**config.mk**
```make
export PLATFORM = sky130hd
export DESIGN_NAME = attr_rom_arbiter
export DESIGN_NICKNAME = d
export VERILOG_FILES = /design/src/rtl/nes_attr_pkg.sv /design/src/rtl/attr_cache_1e.sv /design/src/rtl/attr_rom_arbiter.sv
export SDC_FILE = /design/constraint.sdc
export NUM_CORES = 1
export LEC_CHECK = 0
export CORE_AREA = 2 2 78 80
export CTS_BUF_LIST = sky130_fd_sc_hd__clkbuf_8
export DETAILED_ROUTE_END_ITERATION = 10
export DIE_AREA = 0 0 80 82
export GPL_TIMING_DRIVEN = 0
export PLACE_DENSITY = 0.78
export RECOVER_POWER = 25
export SLEW_MARGIN = 20
export SYNTH_ARGS = -nofsm -noshare
export SYNTH_HDL_FRONTEND = slang
export SYNTH_SLANG_ARGS = --single-unit
```
**constraint.sdc**
```tcl
create_clock -name clk -period 1.8 [get_ports clk]
set_input_delay 0.36 -clock clk [delete_from_list [all_inputs] [get_ports clk]]
set_output_delay 0.36 -clock clk [all_outputs]
set_load 0.005 [all_outputs]
```
**src/rtl/nes_attr_pkg.sv**
```systemverilog
// Shared attribute-table definitions: bus widths, arbiter state type and
// the tile-to-attribute address/quadrant helpers used by the renderer path.
package nes_attr_pkg;

  localparam int ATTR_ADDR_W = 7;
  localparam int ATTR_DATA_W = 8;

  typedef enum logic {
    IDLE    = 1'b0,
    CPU_ACK = 1'b1
  } arb_state_e;

  // Attribute byte address: name table, 4x4-tile block row, 4x4-tile block column.
  function automatic logic [ATTR_ADDR_W-1:0] attr_addr(input logic       nt,
                                                       input logic [4:0] row,
                                                       input logic [4:0] col);
    return {nt, row[4:2], col[4:2]};
  endfunction

  // Bit offset of the 2x2-tile quadrant inside the attribute byte (0, 2, 4 or 6).
  function automatic logic [2:0] attr_quad_shift(input logic [4:0] row,
                                                 input logic [4:0] col);
    return {row[1], col[1], 1'b0};
  endfunction

  // Extract the 2-bit palette select for a quadrant from an attribute byte.
  function automatic logic [1:0] attr_pal_sel(input logic [ATTR_DATA_W-1:0] attr_byte,
                                              input logic [2:0]             shift);
    logic [ATTR_DATA_W-1:0] shifted;
    shifted = attr_byte >> shift;
    return shifted[1:0];
  endfunction

endpackage

```
**src/rtl/attr_cache_1e.sv**
```systemverilog
// Single-entry attribute cache: one tag/byte/valid set, hit compare and
// frame flush. A fill in the same cycle as a flush leaves the entry valid.
module attr_cache_1e
  import nes_attr_pkg::*;
(
  input  logic                   clk,
  input  logic                   rst_n,
  input  logic                   flush_i,
  input  logic                   fill_i,
  input  logic [ATTR_ADDR_W-1:0] fill_tag_i,
  input  logic [ATTR_DATA_W-1:0] fill_data_i,
  input  logic [ATTR_ADDR_W-1:0] lookup_tag_i,
  output logic                   hit_o,
  output logic [ATTR_DATA_W-1:0] data_o
);

  logic                   valid_q;
  logic [ATTR_ADDR_W-1:0] tag_q;
  logic [ATTR_DATA_W-1:0] data_q;

  // A flush in the lookup cycle already forces a miss so the entry is refetched.
  assign hit_o  = valid_q & (tag_q == lookup_tag_i) & ~flush_i;
  assign data_o = data_q;

  // Entry update: fill wins over flush, flush clears only the valid bit.
  always_ff @(posedge clk) begin
    if (!rst_n) begin
      valid_q <= 1'b0;
      tag_q   <= 7'd0;
      data_q  <= 8'd0;
    end else if (fill_i) begin
      valid_q <= 1'b1;
      tag_q   <= fill_tag_i;
      data_q  <= fill_data_i;
    end else if (flush_i) begin
      valid_q <= 1'b0;
    end else begin
      valid_q <= valid_q;
    end
  end

endmodule

```
**src/rtl/attr_rom_arbiter.sv**
```systemverilog
// Attribute ROM sequencer: serves renderer palette lookups through a
// one-entry cache and fits CPU byte reads into cycles the renderer leaves free.
module attr_rom_arbiter
  import nes_attr_pkg::*;
#(
  parameter int CNT_W = 16
)
(
  input  logic             clk,
  input  logic             rst_n,
  input  logic             frame_start,
  input  logic             tile_req,
  input  logic             tile_nt,
  input  logic [4:0]       tile_row,
  input  logic [4:0]       tile_col,
  output logic             pal_valid,
  output logic [1:0]       pal,
  input  logic             cpu_req,
  input  logic [6:0]       cpu_addr,
  output logic             cpu_ack,
  output logic [7:0]       cpu_data,
  output logic [CNT_W-1:0] stall_cnt,
  output logic [6:0]       rom_addr,
  input  logic [7:0]       rom_dout
);

  localparam logic [CNT_W-1:0] STALL_MAX = {CNT_W{1'b1}};
  localparam logic [CNT_W-1:0] STALL_ONE = {{(CNT_W-1){1'b0}}, 1'b1};

  arb_state_e             state_q, state_d;
  logic                   pal_valid_q;
  logic [1:0]             pal_q, pal_d;
  logic                   cpu_ack_q;
  logic [7:0]             cpu_data_q, cpu_data_d;
  logic [CNT_W-1:0]       stall_q, stall_d;
  logic [ATTR_ADDR_W-1:0] rom_addr_q, rom_addr_d;

  logic [ATTR_ADDR_W-1:0] raddr_s;
  logic [2:0]             shift_s;
  logic                   cache_hit_s;
  logic [ATTR_DATA_W-1:0] cache_data_s;
  logic                   miss_s;
  logic                   grant_s;
  logic [ATTR_DATA_W-1:0] pal_byte_s;

  assign raddr_s = attr_addr(tile_nt, tile_row, tile_col);
  assign shift_s = attr_quad_shift(tile_row, tile_col);

  attr_cache_1e u_cache (
    .clk          (clk),
    .rst_n        (rst_n),
    .flush_i      (frame_start),
    .fill_i       (miss_s),
    .fill_tag_i   (raddr_s),
    .fill_data_i  (rom_dout),
    .lookup_tag_i (raddr_s),
    .hit_o        (cache_hit_s),
    .data_o       (cache_data_s)
  );

  // Arbitration, next state and datapath selects; renderer misses always own the ROM.
  always_comb begin
    miss_s     = tile_req & ~cache_hit_s;
    grant_s    = 1'b0;
    state_d    = IDLE;
    rom_addr_d = rom_addr_q;
    stall_d    = stall_q;
    cpu_data_d = cpu_data_q;
    pal_d      = pal_q;
    pal_byte_s = cache_hit_s ? cache_data_s : rom_dout;

    case (state_q)
      IDLE: begin
        if (cpu_req && !miss_s) begin
          grant_s = 1'b1;
          state_d = CPU_ACK;
        end else if (cpu_req && (stall_q != STALL_MAX)) begin
          stall_d = stall_q + STALL_ONE;
        end else begin
          state_d = IDLE;
        end
      end
      CPU_ACK: begin
        state_d = IDLE;
      end
      default: begin
        state_d = IDLE;
      end
    endcase

    if (miss_s) begin
      rom_addr_d = raddr_s;
    end else if (grant_s) begin
      rom_addr_d = cpu_addr;
    end else begin
      rom_addr_d = rom_addr_q;
    end

    if (grant_s) begin
      cpu_data_d = rom_dout;
    end else begin
      cpu_data_d = cpu_data_q;
    end

    if (tile_req) begin
      pal_d = attr_pal_sel(pal_byte_s, shift_s);
    end else begin
      pal_d = pal_q;
    end
  end

  // State and output registers; reset drops any pending acknowledge.
  always_ff @(posedge clk) begin
    if (!rst_n) begin
      state_q     <= IDLE;
      pal_valid_q <= 1'b0;
      pal_q       <= 2'd0;
      cpu_ack_q   <= 1'b0;
      cpu_data_q  <= 8'd0;
      stall_q     <= '0;
      rom_addr_q  <= 7'd0;
    end else begin
      state_q     <= state_d;
      pal_valid_q <= tile_req;
      pal_q       <= pal_d;
      cpu_ack_q   <= grant_s;
      cpu_data_q  <= cpu_data_d;
      stall_q     <= stall_d;
      rom_addr_q  <= rom_addr_d;
    end
  end

  assign pal_valid = pal_valid_q;
  assign pal       = pal_q;
  assign cpu_ack   = cpu_ack_q;
  assign cpu_data  = cpu_data_q;
  assign stall_cnt = stall_q;
  assign rom_addr  = rom_addr_d;

endmodule
```
==> out/qor.txt, run 1 <==
die width - 80 microns
largest area contributor in the synthesized netlist - sky130_fd_sc_hd__dfxtp_1
post-synthesis share of cell area spent on and, or, nand and nor gates - 27.1%
launching element type of the critical path - input pin
sum of met3 wire segment lengths after detailed routing - 420 microns
Clock Root Buffer - sky130_fd_sc_hd__clkbuf_8
number of distinct standard cells referenced by the synthesized netlist - 48
Post-Synthesis Mean Instance Area - 8.75 sq um
count of cells along the worst register-to-register path - 7
kind of cell adding the most delay to the critical path - buffers and inverters
total congestion overflow after global routing - 0
critical path's largest stage delay - 300 ps
Area Overhead vs Synth - 50.3%
power per standard cell area - 593 nW/um^2
endpoint type of the worst setup path - output port
fraction of the mapped netlist area in adder cells - 0.485%
setup skew after layout - 8.50 ps
global placement routability congestion - 0.855
Leak - 0.00150 uW
Critical Path Fanout Max - 4
worst max-slew margin expressed relative to the limit - 68.4%
Hold Violations, Final - 0
half-perimeter wire length after placement - 4.82 mm
final critical-path share of the clock period - 126%
met2 WL - 3.69 mm
total negative slack for setup checks - -2970 ps
fillers - 437
share of flip-flops with an asynchronous set or reset after synthesis - 0%
r2r startpoint - stall_cnt[7]
antenna violations before repair - 0
# port buffers - 63
RSZ-0062 raised after global routing - yes
end of the worst register-to-register path - stall_cnt[0]
CTS clock-pin slew for the worst setup and hold paths - 90 ps
most frequent cell after synthesis - sky130_fd_sc_hd__nand2_1
Peak VDD IR - 0.358 mV
Main synth FF type - sky130_fd_sc_hd__dfxtp_1
commonest cells in the netlist - 55 x sky130_fd_sc_hd__nand2_1, 51 x sky130_fd_sc_hd__dfxtp_1, 20 x sky130_fd_sc_hd__a21oi_1, 18 x sky130_fd_sc_hd__nand3_1, 15 x sky130_fd_sc_hd__o21ai_0
final setup fails - 13
syn_nets - 327
CTS tree - built
uppermost routed layer - met4
TritonCTS buffer count - 5
vias in the first global route - 2,344
Tmin final - 2260 ps
number of maximum-capacitance violations - 0
post-synthesis mux area share - 8.68%
warning count from the yosys run - 0
clk sinks - 51
post-synthesis cell area - 2580 sq um
maximum level of the CTS H-tree - 2
Post-Synthesis Cells - 295
cells traversed along the worst timing path - clkdlybuf4s15_1 -> xnor2_2 -> nand4_4 -> o21ai_4 -> buf_6 -> buf_6 -> mux2_4 -> buf_6
top post-synthesis cells by area - sky130_fd_sc_hd__dfxtp_1 40%, sky130_fd_sc_hd__nand2_1 8.0%, sky130_fd_sc_hd__a21oi_1 3.9%
flip-flop and latch count after synthesis - 51
ratio of cells with drive above 1 in the final layout - 27.1%
Diodes inserted - 0
highest clock frequency the design can meet - 442 MHz
die footprint - 6560 sq um
drt first-iter violations - 145
number of design rule violations left after detail routing - 0
class of the tightest hold or removal check - in2reg
r2r setup slk - -60 ps
crit path to - rom_addr[3]
worst setup path class - in2out
detailed-route via count - 2,545
initial core utilization - 44.9%
run status - finished with violations
endpoint arrival time on the critical path - 1900 ps
violations in the final reports - setup timing
area share of the leading cell type in the synthesized netlist - 39.6%
first-pass GRT wire length - 11.6 mm
clock tree buffer depth - 2
slowest library cell on the worst path - sky130_fd_sc_hd__mux2_4
Critical Path Stages - 8
core region area - 5750 sq um
DRT Wirelength - 7.46 mm
top-level I/O count - 66
Critical path buffers and inverters - 4
count of flip-flops with a built-in enable after synthesis - 0
placement row count - 28
worst path required time - 1440 ps
gr usage total - 22.9%
Die Height - 82 microns
critical path startpoint - tile_col[2]
combinational family with the most area after synthesis - simple AND/OR/NAND/NOR gates
remaining number of nets flagged by the antenna check after routing - 0
pin count of the biggest net entering global routing - 14
iteration count of the initial detailed-routing pass - 5
portion of the post-synthesis area used by sequential elements - 39.6%
average wire per cell in the routed design - 16.4 microns
Most common cell on crit path - sky130_fd_sc_hd__buf_6
post-layout net count - 413
final worst slack - -461 ps
area share of xor/xnor cells in the synthesized design - 2.38%
max-slew violation total from the final report - 0
clock network latency to the later pin of the worst-skew pair - 300 ps
routed metal-1 wire length - 3.26 mm
Overall Power - 2300 uW
post-detailed-route via-to-cell ratio - 5.59
complex-gate fraction of the synthesized area - 16.4%
Worst Max-Slew Pin Slew - 475 ps
[timing repair]
action                     in CTS  in global routing
cloned                          2                  0
setup endpoints to repair      51                 38
setup buffers                  10                  7
hold buffers                    0                  0
gates resized for setup        97                 28
pin swaps                      15                  8
[worst min-delay path by stage]
stage	startpoint	to	slack, ps	cells past startpoint
4_1_cts	tile_col[3]	u_cache.tag_q[1]	430	3
3_5_place_dp	u_cache.data_o[5]	u_cache.data_o[5]	450	2
2_1_floorplan	u_cache.data_o[1]	u_cache.data_o[1]	430	2
6_report	tile_col[3]	u_cache.tag_q[1]	440	3
5_1_grt	tile_nt	u_cache.tag_q[6]	430	3
3_3_place_gp	u_cache.data_o[6]	u_cache.data_o[6]	440	2
[sequential cells by signal (all words and copies together), names as in the netlist]
name and count:
stall_cnt 16, cpu_data 8, u_cache.data_o 8, rom_addr_q 7, u_cache.tag_q 7, pal 2
pal_valid 1, state_q 1, u_cache.valid_q 1
[area by class of cell]
type / count / area [sq um] / share of cell area (%)
clock inverter: 1 / 3.75 / 0.0967
clock buffer: 5 / 68.8 / 1.77
buffer: 17 / 144 / 3.71
inverter: 4 / 15.0 / 0.387
tap: 75 / 93.8 / 2.42
sequential: 51 / 1040 / 26.7
timing repair buffer: 80 / 825 / 21.3
multi-input combinational: 222 / 1690 / 43.7
[cell usage in the layout, fill, tap and decap left out, types with 4 or more instances in the layout]
cell type                         netlist  final
sky130_fd_sc_hd__a21oi_1               20     20
sky130_fd_sc_hd__a21oi_2                7      6
sky130_fd_sc_hd__and2_1                 7      7
sky130_fd_sc_hd__buf_12                 1      4
sky130_fd_sc_hd__buf_4                  2     10
sky130_fd_sc_hd__buf_6                  2     12
sky130_fd_sc_hd__clkbuf_1              11      5
sky130_fd_sc_hd__clkbuf_8               0      6
sky130_fd_sc_hd__clkdlybuf4s15_2        0      5
sky130_fd_sc_hd__clkdlybuf4s50_1        0     31
sky130_fd_sc_hd__dfxtp_1               51     45
sky130_fd_sc_hd__dlygate4sd3_1          0     15
sky130_fd_sc_hd__inv_1                  3      4
sky130_fd_sc_hd__mux2_4                 0      5
sky130_fd_sc_hd__mux2i_1               10     10
sky130_fd_sc_hd__nand2_1               55     54
sky130_fd_sc_hd__nand2b_1               9      9
sky130_fd_sc_hd__nand3_1               18     16
sky130_fd_sc_hd__nand4_1                4      4
sky130_fd_sc_hd__nor2_1                13     12
sky130_fd_sc_hd__nor4_4                 1      5
sky130_fd_sc_hd__o21ai_0               15     15
sky130_fd_sc_hd__or4_4                  0      5
sky130_fd_sc_hd__xnor2_2                0      6
[per-stage QoR]
step,setup WS [ps],cell area [sq um],instances,utilization [%],hold WS (ps)
after global routing,-517,3880,455,67.5,430
final,-461,3880,455,67.5,438
after floorplan,16.7,2650,295,-,433
after detailed placement,-1220,3370,433,58.7,451
after CTS,-416,3740,451,65.2,430
after global placement,-1180,3370,433,58.7,440
[power by group]
| part | leakage, uW | total (uW) | internal, uW | switching [uW] |
|---|---|---|---|---|
| Combinational | 0.00104 | 478 | 252 | 227 |
| Sequential | 0.000421 | 1200 | 1170 | 28.0 |
| Clock | 0.0000413 | 620 | 255 | 365 |
| Total | 0.00150 | 2300 | 1680 | 619 |
[worst reg2reg max path: cells and delay by family (launching register included)]
kind | cells | cell delay (ps)
AO/OA/AOI/OAI | 2 | 230
buffers and inverters | 2 | 300
flip-flops | 1 | 460
AND/OR/NAND/NOR | 3 | 790
[metal layers]
layer,vias to the layer above,global-route usage (%)
met5,-,0
met4,0,6.95
met3,10,4.40
met2,97,38.5
met1,1214,30.0
li1,1224,-
[logic make-up (layout without fill, tap and decap cells)]
| family | Yosys count | after routing |
|---|---|---|
| AOI/OAI and AO/OA | 62 | 63 |
| xor gates and xnor gates | 7 | 7 |
| adders and majority gates | 1 | 1 |
| buffers and inverters | 23 | 107 |
| DFF | 51 | 51 |
| muxes | 19 | 19 |
| and+or+nand+nor | 132 | 132 |
(Power assumes the default switching activity.)
==> run 2: changes to the inputs <==
- REMOVE_ABC_BUFFERS: not set -> 1
- SETUP_SLACK_MARGIN: not set -> 0.5
- clock period: 1.8 -> 1.9 ns (I/O delays scaled with it)
==> run 2 against run 1 <==
Highest routed layer unchanged. Total power increased by 3.9%. Largest cell class unchanged. First-iteration DRC count grew 19%. Cell count rose by 4.4%. Non-clock buffer count rose by 12. Sequential power down 6%. Hold slack got worse by 3.9 ps. Sequential cell count stayed put. Count of clock-buffer cells in the layout did not move. The run still ends with setup timing left.
==> out/qor.txt, run 2 (synthesized netlist as in run 1, its figures left out) <==
run status - finished with violations
violations in the final reports - setup timing
worst max-slew margin expressed relative to the limit - 53.4%
ratio of cells with drive above 1 in the final layout - 43.5%
total congestion overflow after global routing - 0
most frequent standard cell in the layout excluding fill and tap cells - sky130_fd_sc_hd__nand2_1
vias in the first global route - 2,592
finished layout cell area - 4170 sq um
clock tree buffer depth - 2
worst setup path class - reg2out
commonest non-fill, non-tap cells in the layout - 54 x sky130_fd_sc_hd__nand2_1, 29 x sky130_fd_sc_hd__buf_4, 28 x sky130_fd_sc_hd__dfxtp_1, 28 x sky130_fd_sc_hd__dlygate4sd2_1, 19 x sky130_fd_sc_hd__buf_6
Hold Violations, Final - 0
clock network latency to the later pin of the worst-skew pair - 310 ps
setup skew after layout - 11.6 ps
placement row count - 28
Diodes inserted - 0
die footprint - 6560 sq um
post-layout net count - 431
number of design rule violations left after detail routing - 0
gr usage total - 24.2%
average wire per cell in the routed design - 17.6 microns
number of flip-flops in the largest register - 16
Worst Max-Slew Pin Slew - 698 ps
core region area - 5750 sq um
pin count of the biggest net entering global routing - 35
number of maximum-capacitance violations - 0
endpoint type of the worst setup path - output port
maximum level of the CTS H-tree - 2
critical path startpoint - u_cache.tag_q[6]
area post-placement - 3180 sq um
initial core utilization - 44.9%
# port buffers - 63
Critical Path Fanout Max - 3
total negative slack for setup checks - -2380 ps
number of stages on the worst hold path - 3
post-detailed-route via-to-cell ratio - 5.90
Clock Root Buffer - sky130_fd_sc_hd__clkbuf_8
antenna violations before repair - 0
launching element type of the critical path - register
final critical-path share of the clock period - 120%
Leak - 0.00177 uW
CTS clock-pin slew for the worst setup and hold paths - 100 ps
Die Height - 82 microns
RSZ-0062 raised after global routing - yes
class of the tightest hold or removal check - in2reg
iteration count of the initial detailed-routing pass - 5
DRT Wirelength - 8.37 mm
drt first-iter violations - 173
final setup fails - 8
die width - 80 microns
clk sinks - 51
r2r setup slk - 0 ps
endpoint arrival time on the critical path - 1900 ps
count of cells along the worst register-to-register path - 8
total placed cells including tap cells - 414
first-pass GRT wire length - 12.1 mm
power per standard cell area - 574 nW/um^2
final worst slack - -378 ps
top-level I/O count - 66
max-slew violation total from the final report - 0
Peak VDD IR - 0.350 mV
number of buffers inserted by hold repair at cts - 0
TritonCTS buffer count - 5
worst path required time - 1520 ps
Non-Filler Instances - 475
half-perimeter wire length after placement - 3.83 mm
r2r startpoint - u_cache.tag_q[6]
global placement routability congestion - 0.897
Area Overhead vs Synth - 61.4%
remaining number of nets flagged by the antenna check after routing - 0
Tmin final - 2280 ps
CTS tree - built
detailed-route via count - 2,801
highest clock frequency the design can meet - 439 MHz
hold_sp - tile_nt
endpoint with the worst hold slack - u_cache.tag_q[6]
end of the worst register-to-register path - stall_cnt[0]
run 2: metrics by stage:
| stage | util [%] | setup WS [ps] | power, uW | hold WS (ps) |
|---|---|---|---|---|
| 2_1_floorplan | - | -482 | 1320 | 433 |
| 4_1_cts | 68.6 | -307 | 2350 | 445 |
| 3_5_place_dp | 55.4 | -1450 | 1500 | 447 |
| 3_3_place_gp | 55.4 | -1600 | 1490 | 439 |
| 5_1_grt | 72.5 | -444 | 2490 | 436 |
| 6_report | 72.5 | -378 | 2390 | 434 |
run 2: layout make-up:
cell class	count	area [sq um]
inverter	4	18.8
clock inverter	3	43.8
timing repair buffer	109	1040
clock buffer	5	68.8
multi-input combinational	228	1820
fill	418	1580
sequential	51	1080
tap	75	93.8
run 2: worst max path at each step:
stage,to
5_1_grt,rom_addr[6]
2_1_floorplan,stall_cnt[3]
3_3_place_gp,stall_cnt[4]
3_5_place_dp,stall_cnt[15]
4_1_cts,rom_addr[6]
6_report,rom_addr[6]
run 2: where the power goes:
group          leakage, uW  switching [uW]  total (uW)  internal, uW
sequential        0.000431            24.6        1130          1100
clock            0.0000581             375         767           392
combinational      0.00128             235         496           261
total              0.00177             634        2390          1760
run 2: critical path, stage by stage, from the launching register on:
cell and delay, ps:
sky130_fd_sc_hd__dfxtp_2 350, sky130_fd_sc_hd__xnor2_2 200, sky130_fd_sc_hd__nand4_2 180, sky130_fd_sc_hd__o21ai_4 190, sky130_fd_sc_hd__buf_6 130, sky130_fd_sc_hd__buf_6 110
sky130_fd_sc_hd__mux2_4 310, sky130_fd_sc_hd__buf_6 120
run 2: metal layers:
metal / routed length [microns] / up-vias / GRT usage (%)
met3: 677 / 33 / 5.49
met2: 4290 / 166 / 42.6
li1: - / 1274 / -
met1: 3050 / 1328 / 27.1
met5: 0 / - / 0
met4: 353 / 0 / 13.2
run 2: repair_timing:
item | in CTS | in global routing
gates resized for setup | 184 | 49
buffers inserted | 38 | 8
endpoints found under the setup margin | 86 | 53
pin swaps | 22 | 13
cloned | 7 | 0
